===== config.mk =====
export PLATFORM = sky130hd
export DESIGN_NAME = click_gesture_decoder
export DESIGN_NICKNAME = d
export VERILOG_FILES = /design/src/rtl/click_gesture_decoder.sv
export SDC_FILE = /design/constraint.sdc
export NUM_CORES = 1
export LEC_CHECK = 0
export BUFFER_PORTS_ARGS = -buffer_cell sky130_fd_sc_hd__buf_2
export CAP_MARGIN = 10
export CORE_MARGIN = 4
export CORE_UTILIZATION = 30
export DETAILED_ROUTE_END_ITERATION = 8
export GPL_TIMING_DRIVEN = 0
export PLACE_DENSITY = 0.55
export SYNTH_ARGS = -nofsm -noshare
export SYNTH_HDL_FRONTEND = slang
export SYNTH_SLANG_ARGS = --single-unit
export TNS_END_PERCENT = 1

===== constraint.sdc =====
create_clock -name clk -period 2 [get_ports clk]
set_input_delay 0.2 -clock clk [delete_from_list [all_inputs] [get_ports clk]]
set_output_delay 0.2 -clock clk [all_outputs]
set_load 0.02 [all_outputs]

===== src/rtl/click_gesture_decoder.sv =====
// Turns short/long press pulses into single, double and long click pulses using a
// multi-click window; triple click is decoded only when CLICK_TRIPLE_EN is defined.
module click_gesture_decoder #(
  parameter int CLK_FREQ  = 100_000_000,
  parameter int WINDOW_MS = 300
) (
  input  logic clk,
  input  logic reset,
  input  logic short_press_event,
  input  logic long_press_event,
  output logic single_click,
  output logic double_click,
  output logic triple_click,
  output logic long_click,
  output logic busy
);

  // state | meaning
  // IDLE  | no gesture in progress
  // WAIT2 | one short press held, window open for the next one
  // WAIT3 | two short presses held, window open (CLICK_TRIPLE_EN only)

  localparam int W  = (CLK_FREQ / 1000) * WINDOW_MS;
  localparam int TW = $clog2(W);
  localparam logic [TW-1:0] TIMER_LAST = TW'(W - 1);

  localparam logic [1:0] IDLE  = 2'd0;
  localparam logic [1:0] WAIT2 = 2'd1;
`ifdef CLICK_TRIPLE_EN
  localparam logic [1:0] WAIT3 = 2'd2;
`endif

  logic [1:0]    state;
  logic [TW-1:0] timer;
  logic          timer_done;

  assign timer_done = (timer == TIMER_LAST);
  assign busy       = (state != IDLE);

`ifndef CLICK_TRIPLE_EN
  assign triple_click = 1'b0;
`endif

  // Long press always wins over a coincident short press.
  always_ff @(posedge clk) begin
    if (reset) begin
      state        <= IDLE;
      timer        <= '0;
      single_click <= 1'b0;
      double_click <= 1'b0;
      long_click   <= 1'b0;
`ifdef CLICK_TRIPLE_EN
      triple_click <= 1'b0;
`endif
    end else begin
      single_click <= 1'b0;
      double_click <= 1'b0;
      long_click   <= 1'b0;
`ifdef CLICK_TRIPLE_EN
      triple_click <= 1'b0;
`endif
      if (!timer_done) timer <= timer + TW'(1);

      case (state)
        IDLE: begin
          timer <= '0;
          if (long_press_event) begin
            long_click <= 1'b1;
          end else if (short_press_event) begin
            state <= WAIT2;
          end
        end

        WAIT2: begin
          if (long_press_event) begin
            single_click <= 1'b1;
            long_click   <= 1'b1;
            state        <= IDLE;
            timer        <= '0;
          end else if (short_press_event) begin
`ifdef CLICK_TRIPLE_EN
            state <= WAIT3;
            timer <= '0;
`else
            double_click <= 1'b1;
            state        <= IDLE;
            timer        <= '0;
`endif
          end else if (timer_done) begin
            single_click <= 1'b1;
            state        <= IDLE;
            timer        <= '0;
          end
        end

`ifdef CLICK_TRIPLE_EN
        WAIT3: begin
          if (long_press_event) begin
            double_click <= 1'b1;
            long_click   <= 1'b1;
            state        <= IDLE;
            timer        <= '0;
          end else if (short_press_event) begin
            triple_click <= 1'b1;
            state        <= IDLE;
            timer        <= '0;
          end else if (timer_done) begin
            double_click <= 1'b1;
            state        <= IDLE;
            timer        <= '0;
          end
        end
`endif

        default: begin
          state <= IDLE;
          timer <= '0;
        end
      endcase
    end
  end

endmodule


Word level (Yosys, flattened, before mapping)
Cells that the tools add are included.
{ "op_classes": {"bitwise": 2, "n_mux": 11, "n_addsub": 1, "reduce_logical": 8, "eq_ne": 5} }
{ "ops": {"columns": ["cell", "count"], "rows": [
  ["$add 25x1->25 const B", 1],
  ["$eq 25x25->1 const B", 1],
  ["$mux 2", 5],
  ["$reduce_or 2->1", 3],
  ["$mux 1", 5],
  ["$reduce_or 5->1", 1],
  ["$ne 2x2->1 const B", 2],
  ["$ne 4x4->1 const B", 1],
  ["$pmux 2 s2", 1],
  ["$reduce_and 3->1", 1],
  ["$reduce_or 3->1", 1],
  ["$eq 2x1->1 const B", 1],
  ["$logic_not 2->1", 1],
  ["$not 1->1", 2],
  ["$reduce_bool 2->1", 1]
]} }
{ "totals": {"out_inout_bits": 5, "in_bits": 4, "register_bits": 30} }

Longest topological paths before layout
Gate-level depths: netlist (run 1).
{ "depth": {"ltp_word": 5, "depth_mapped": 7} }

Worst setup path after synthesis (run 1)
No wires, ideal clock.
{ "synth_path": {"kind": "reg-to-reg", "from": "register timer[0]", "to": "register timer[10]", "path_slack_ns": 0.132, "setup_ns": 0.132, "stages_incl_launch_ff": 8, "arrival_ns": 1.736, "path_cell_list": "dfxtp_1 -> ha_1 -> and2_1 -> clkbuf_1 -> nand2_1 -> nor3_1 -> buf_2 -> nor3_1"} }
{ "synth_via": {"elab_chain_len": 2, "elab_cells_between_ends": 3} }
{ "synth_lines": {"columns": ["item", "line", "rtl"], "rows": [
  ["start: declaration", "34", "logic [TW-1:0] timer;"],
  ["start signal: assignment", "62", "if (!timer_done) timer <= timer + TW'(1);"],
  ["parallel branches: the longest is 2 deep, another holds $add 25x1->25", null, null]
]} }
Several ways; the timed one is not identified.
A chain may end at the register's enable or synchronous reset.

Final worst setup path (run 1)
{ "layout_path": {"from": "register timer[2]", "to": "register timer[19]"} }
The elaborated chain is that of the path after synthesis.

==> results of run 1 <==
repair_timing:
action	4_1_cts	5_1_grt
setup buffers	0	1
endpoints found under the hold margin	0	0
gates resized for setup	4	5
pin swaps	0	1
endpoints found under the setup margin	24	21
layout make-up:
cell class / count / area share
plain buffers: 7 / 0.0320
clock buffers: 7 / 0.0539
inverters: 1 / 0.00234
multi-input cells: 111 / 0.481
flip-flops and latches: 29 / 0.364
well taps: 52 / 0.0406
repair buffers: 8 / 0.0265
layout by cell type, fill, tap and decap left out, types with 2 or more instances in the layout:
cell type / count
dfxtp_1: 27
nor3_1: 14
buf_2: 9
a211oi_1: 9
nand3_1: 8
nand2_1: 8
o31ai_1: 8
nand4_1: 7
or4_1: 7
xor2_1: 6
xnor2_1: 6
clkbuf_8: 6
or3_1: 4
o21ai_0: 4
nor4_1: 3
buf_4: 3
nor2_1: 3
and4_1: 2
nor2b_1: 2
buf_6: 2
clkbuf_1: 2
a211oi_2: 2
or4_4: 2
dfxtp_2: 2
worst max path at each step:
stage | start | to | slack, ns
5_1_grt | timer[2] | timer[19] | -0.09
6_report | timer[2] | timer[19] | 0.01
4_1_cts | timer[2] | timer[19] | 0.01
2_1_floorplan | timer[0] | timer[10] | 0.13
3_5_place_dp | timer[0] | timer[10] | -0.45
3_3_place_gp | timer[0] | timer[15] | -0.38
registers in the layout (all words and copies together) (netlist names):
register and cells:
single_click 1, double_click 1, long_click 1, timer 25, state 1
layer usage:
metal | up-vias | share of wire | GRT usage
met4 | 0 | 0.018 | 0.0552
met3 | 7 | 0.061 | 0.0355
met1 | 577 | 0.46 | 0.145
met5 | - | 0 | 0
met2 | 31 | 0.46 | 0.188
li1 | 597 | - | -
power by group through the flow:
stage / clock network [mW] / logic [mW] / registers, mW
6_report: 0.474 / 0.0212 / 0.582
5_1_grt: 0.526 / 0.0233 / 0.582
4_1_cts: 0.494 / 0.0215 / 0.582
3_5_place_dp: 0 / 0.0214 / 0.594
3_3_place_gp: 0 / 0.0209 / 0.594
2_1_floorplan: 0 / 0.00910 / 0.598
kinds of logic after synthesis:
logic type,after synthesis
flops,29
simple gates,73
fa+ha+maj,1
xor+xnor,12
buf+inv,9
compound gates,24
other cells,1
worst max-delay path: cells and delay by family, from the launching register on:
kind	cells	cell delay [ns]
flip-flops	1	0.37
AO/OA/AOI/OAI	1	0.21
AND/OR/NAND/NOR	3	1.33
==> impl_results.md, run 1 <==
- Run status: completed
- Leading area contributor after synthesis: dfxtp_1
- Mapped cell area: 1390 sq um
- Setup repair after global routing missed its margin: true
- First-pass GRT wire length: around 5600 microns
- Fraction of layout cells with a size suffix above 1: 0.215
- Hold Crit Endpoint: long_click
- Post-synthesis sequential area ratio: 0.418
- Clk pwr share: 0.440
- Highest clock rate: between 0.5 and 0.6 GHz
- Gpl congestion: ~0.79
- Detail Route Antenna Nets: 0
- DRT iter0 DRCs: 114
- Hold buffers post-CTS: 0
- Cell row count: 24
- Largest net degree at the start of global routing: 11
- Post-synthesis xor/xnor area fraction: 0.0757
- Power Density: 672 nW/um^2
- Compound-Gate Fraction of Synth Area: 0.126
- Crit share post-route: 0.993
- Most frequent cells after synthesis: dfxtp_1 (29), nor3_1 (15), a211oi_1 (10)
- Setup WS pre-CTS: -0.451 ns
- Req. time, crit path: about 2.2 ns
- Simple-Gate Fraction of Synth Area: 0.327
- P_sw: 0.215 mW
- Cell mode on critical path: or4_4
- Die width: 76.0 microns
- HPWL Detailed: 2260 microns
- Top cell type's share of synthesized area: 0.418
- Via count: 1212
- Post-route total power: around 1.1 mW
- Sinks on Clock Net: 29
- Switching Fraction: 0.200
- Avg WL per Cell: 15.0 microns
- Area grow syn2layout: 15.4%
- IO Count: 9
- Final instance area: 1600 sq um
- Min Tclk post-route: 1.99 ns
- Final hold violation count: 0
- Ys flop type: dfxtp_1
- Critical path's largest stage delay: 0.63 ns
- Multi-input gate area: 771 sq um
- Critical path class: reg -> reg
- DP Cell Count: 208
- # nets final: 168
- Flop-to-flop setup slack: between 0.01 and 0.015 ns
- Final setup violating endpoints: 0
- Clock edge transition at the registers on the reported setup and hold paths: 0.06 ns
- Capturing point of the worst reg2reg path: timer[19]
- Min-delay worst type: in -> reg
- Reg2reg start: timer[2]
- Reg2Reg Depth: 4
- Setup TNS Final: 0 ns
- Port bufs: 7
- Comb power frac: 0.020
- Cell Area, Placed: ~1500 sq um
- Maximum vdd drop: 0.349 mV
- Total track usage: 0.118
- Hold Crit Depth: 2
- Flip-flop and latch area: 583 sq um
- Hold path start: reset
- Most frequent cell after synthesis: dfxtp_1
- Number of global-route vias before repair: 1217
- Initial antenna violation count: 0
- CP Launch Type: register
- Worst-Skew Late Latency: about 0.28 ns
- H-tree depth: 2
- Core area: 4410 sq um
- Async S/R FF share, synth: 0
- FILL cells: roughly 450
- Post-synth EDFFs: 0
- Post-Synthesis Cells: 149
- Ant. Diodes: 0
- DRC Markers: 0
- Area contributors post-synth: dfxtp_1 (42%), a211oi_1 (5.4%), nor3_1 (5.4%), o31ai_1 (4.3%), or4_1 (3.8%)
- Worst hold slack: 0.103 ns
- Clk_skew: 0.00686 ns
- Mux share of post-synthesis cell area: 0
- Drt pass-1 iters: 4
- Slew Viols, Final: 0
- Synth unique cells: 37
- Max Cap Violations: 0
- Overflow after GRT: 0
- Largest family of logic cells by synthesized area: simple AND/OR/NAND/NOR gates
- Final wirelength: 3230 microns
- Non-filler cells, final: 215
- Final worst-path setup slack: 0.0141 ns
- Post-Synth Adder-Cell Area: 0.00901
- Crit path max-delay cell type: or4_4
- Root buffer cell: clkbuf_8
- Initial Util: 0.315
- Internal power: 0.862 mW
- Synthesized flop and latch total: 29
- Seq pwr share: 0.540
- Vias per cell: 5.64
- Yosys warnings: 0
- Die Area: 5780 sq um
- Worst-case clock buffer depth: 2
- Mapped Avg Cell Area: approximately 9.3 sq um
- Crit path cell chain: nand3_1 > or4_4 > or4_4 > a211oi_2
- Cts bufs inserted: 5
- Die height: 76.0 microns
- Mapped Nets: 154
- CTS tree: built
- Element type at the critical path end: register
- Crit Path Max Fanout: 7
- Final core occ: 0.363
- CP Data Arrival Time: 2.18 ns
- Leak pwr: roughly 0.49 nW
Power figures use the tool's default switching activity.
==> run 2: changes to the inputs <==
Clock period 2 ns to 1.68 ns, I/O delays scaled along.
==> impl_results.md, run 2 (same netlist as run 1, synthesis figures left out) <==
- Run status: finished, violations left
- Failing checks: negative setup slack
- Detail Route Antenna Nets: 0
- Clock edge transition at the registers on the reported setup and hold paths: roughly 0.060 ns
- Most flops, register: timer
- H-tree depth: 2
- # nets final: 186
- Cell row count: 24
- Port bufs: 7
- Avg WL per Cell: 15.8 microns
- Hold buffers post-CTS: 0
- HPWL Detailed: 2310 microns
- Critical path's largest stage delay: 0.55 ns
- Total track usage: 0.128
- Final hold violation count: 0
- Crit Path Max Fanout: 5
- Ant. Diodes: 0
- Hold path start: reset
- Drt pass-1 iters: 4
- Worst-Skew Late Latency: 0.29 ns
- Reg2Reg Depth: 4
- Element type at the critical path end: register
- Max Cap Violations: 0
- CP Launch Type: register
- Hold Crit Depth: 2
- Min Tclk post-route: between 1.5 and 2 ns
- Core area: 4410 sq um
- Final instance area: roughly 1900 sq um
- Root buffer cell: clkbuf_8
- Slew Viols, Final: 0
- Final worst-path setup slack: -0.0567 ns
- Area grow syn2layout: 37.7%
- Leak pwr: 0.607 nW
- Flop-to-flop setup slack: -0.06 ns
- Crit path max-delay cell type: or4_4
- Req. time, crit path: 1.88 ns
- CP Data Arrival Time: 1.94 ns
- Post-route total power: 1.26 mW
- IO Count: 9
- Most frequent cells in the layout: buf_4 (19), nor3_1 (14), dfxtp_1 (12), dfxtp_4 (10)
- Sinks on Clock Net: 29
- Initial Util: 0.315
- Maximum vdd drop: 0.435 mV
- Setup TNS Final: -0.309 ns
- Critical path class: reg -> reg
- Number of global-route vias before repair: 1239
- Setup WS pre-CTS: -0.260 ns
- Largest register FFs: 25
- Cell mode on critical path: or4_4
- DRT iter0 DRCs: 88
- Capturing point of the worst reg2reg path: timer[19]
- Die width: 76.0 microns
- Via count: around 1300
- Power Density: ~660 nW/um^2
- Vias per cell: 5.50
- Hold Crit Endpoint: long_click
- CTS tree: built
- First-pass GRT wire length: 6070 microns
- FILL cells: 426
- Gpl congestion: ~0.76
- Final wirelength: 3710 microns
- Setup repair after global routing missed its margin: true
- Overflow after GRT: 0
- Clk_skew: 0.00714 ns
- Die height: 76.0 microns
- Cts bufs inserted: 5
- Die Area: 5780 sq um
- DRC Markers: 0
- Worst hold slack: 0.0789 ns
- Cell Area, Placed: 1540 sq um
- Initial antenna violation count: 0
- Worst-case clock buffer depth: 2
- Crit share post-route: 1.03
- Largest net degree at the start of global routing: 11
- Commonest non-fill, non-tap cell in the layout: buf_4
- Crit path cell chain: nand4_1 > or4_4 > or4_4 > a211oi_2
- Highest clock rate: 0.576 GHz
- Final setup violating endpoints: 11
- Fraction of layout cells with a size suffix above 1: 0.467
- Min-delay worst type: in -> reg
- Reg2reg start: timer[11]
[run 2: layout make-up]
| class | count | area (sq um) | area share |
|---|---|---|---|
| tap | 52 | 65.1 | 0.0340 |
| sequential | 29 | 627 | 0.328 |
| clock buffer | 6 | 72.6 | 0.0380 |
| clock inverter | 2 | 10.0 | 0.00524 |
| timing repair buffer | 25 | 170 | 0.0890 |
| multi-input combinational | 111 | 881 | 0.461 |
| buffer | 8 | 82.6 | 0.0432 |
| inverter | 1 | 3.75 | 0.00196 |
[run 2: per-stage QoR]
| stage | cells | utilization |
|---|---|---|
| 6_report | 234 | 0.433 |
| 5_1_grt | 234 | 0.433 |
| 4_1_cts | 225 | 0.398 |
| 3_5_place_dp | 208 | 0.349 |
| 3_3_place_gp | 208 | 0.349 |
| 2_1_floorplan | 149 | - |
[run 2: how the worst max path moves through the flow]
stage / start / slack [ns] / endpoint
2_1_floorplan: timer[0] / 0.02 / timer[18]
3_3_place_gp: timer[8] / -0.26 / timer[20]
3_5_place_dp: timer[8] / -0.26 / timer[20]
4_1_cts: timer[5] / -0.12 / timer[19]
5_1_grt: timer[7] / -0.14 / timer[19]
6_report: timer[11] / -0.06 / timer[19]
[run 2: metal layers]
metal / routed length, microns / part of all wire / track usage
met4: 55 / 0.015 / 0.0427
met3: 134 / 0.036 / 0.0402
met2: 1780 / 0.48 / 0.193
met1: 1740 / 0.47 / 0.171
met5: 0 / 0 / 0
[run 2: what timing repair did]
item | CTS | global route
buffers inserted | 9 | 9
endpoints found under the setup margin | 23 | 23
pin swaps | 11 | 11
resized for setup | 22 | 21
[run 2: critical path: cells and delay by family (launching register included)]
family / cells / cell delay [ns]
AND/OR/NAND/NOR: 3 / 1.09
flip-flops: 1 / 0.37
AO/OA/AOI/OAI: 1 / 0.20
[run 2: power by group]
group          internal [mW]  switching [mW]
Clock                  0.286           0.271
Sequential             0.675         0.00150
Combinational         0.0112          0.0152
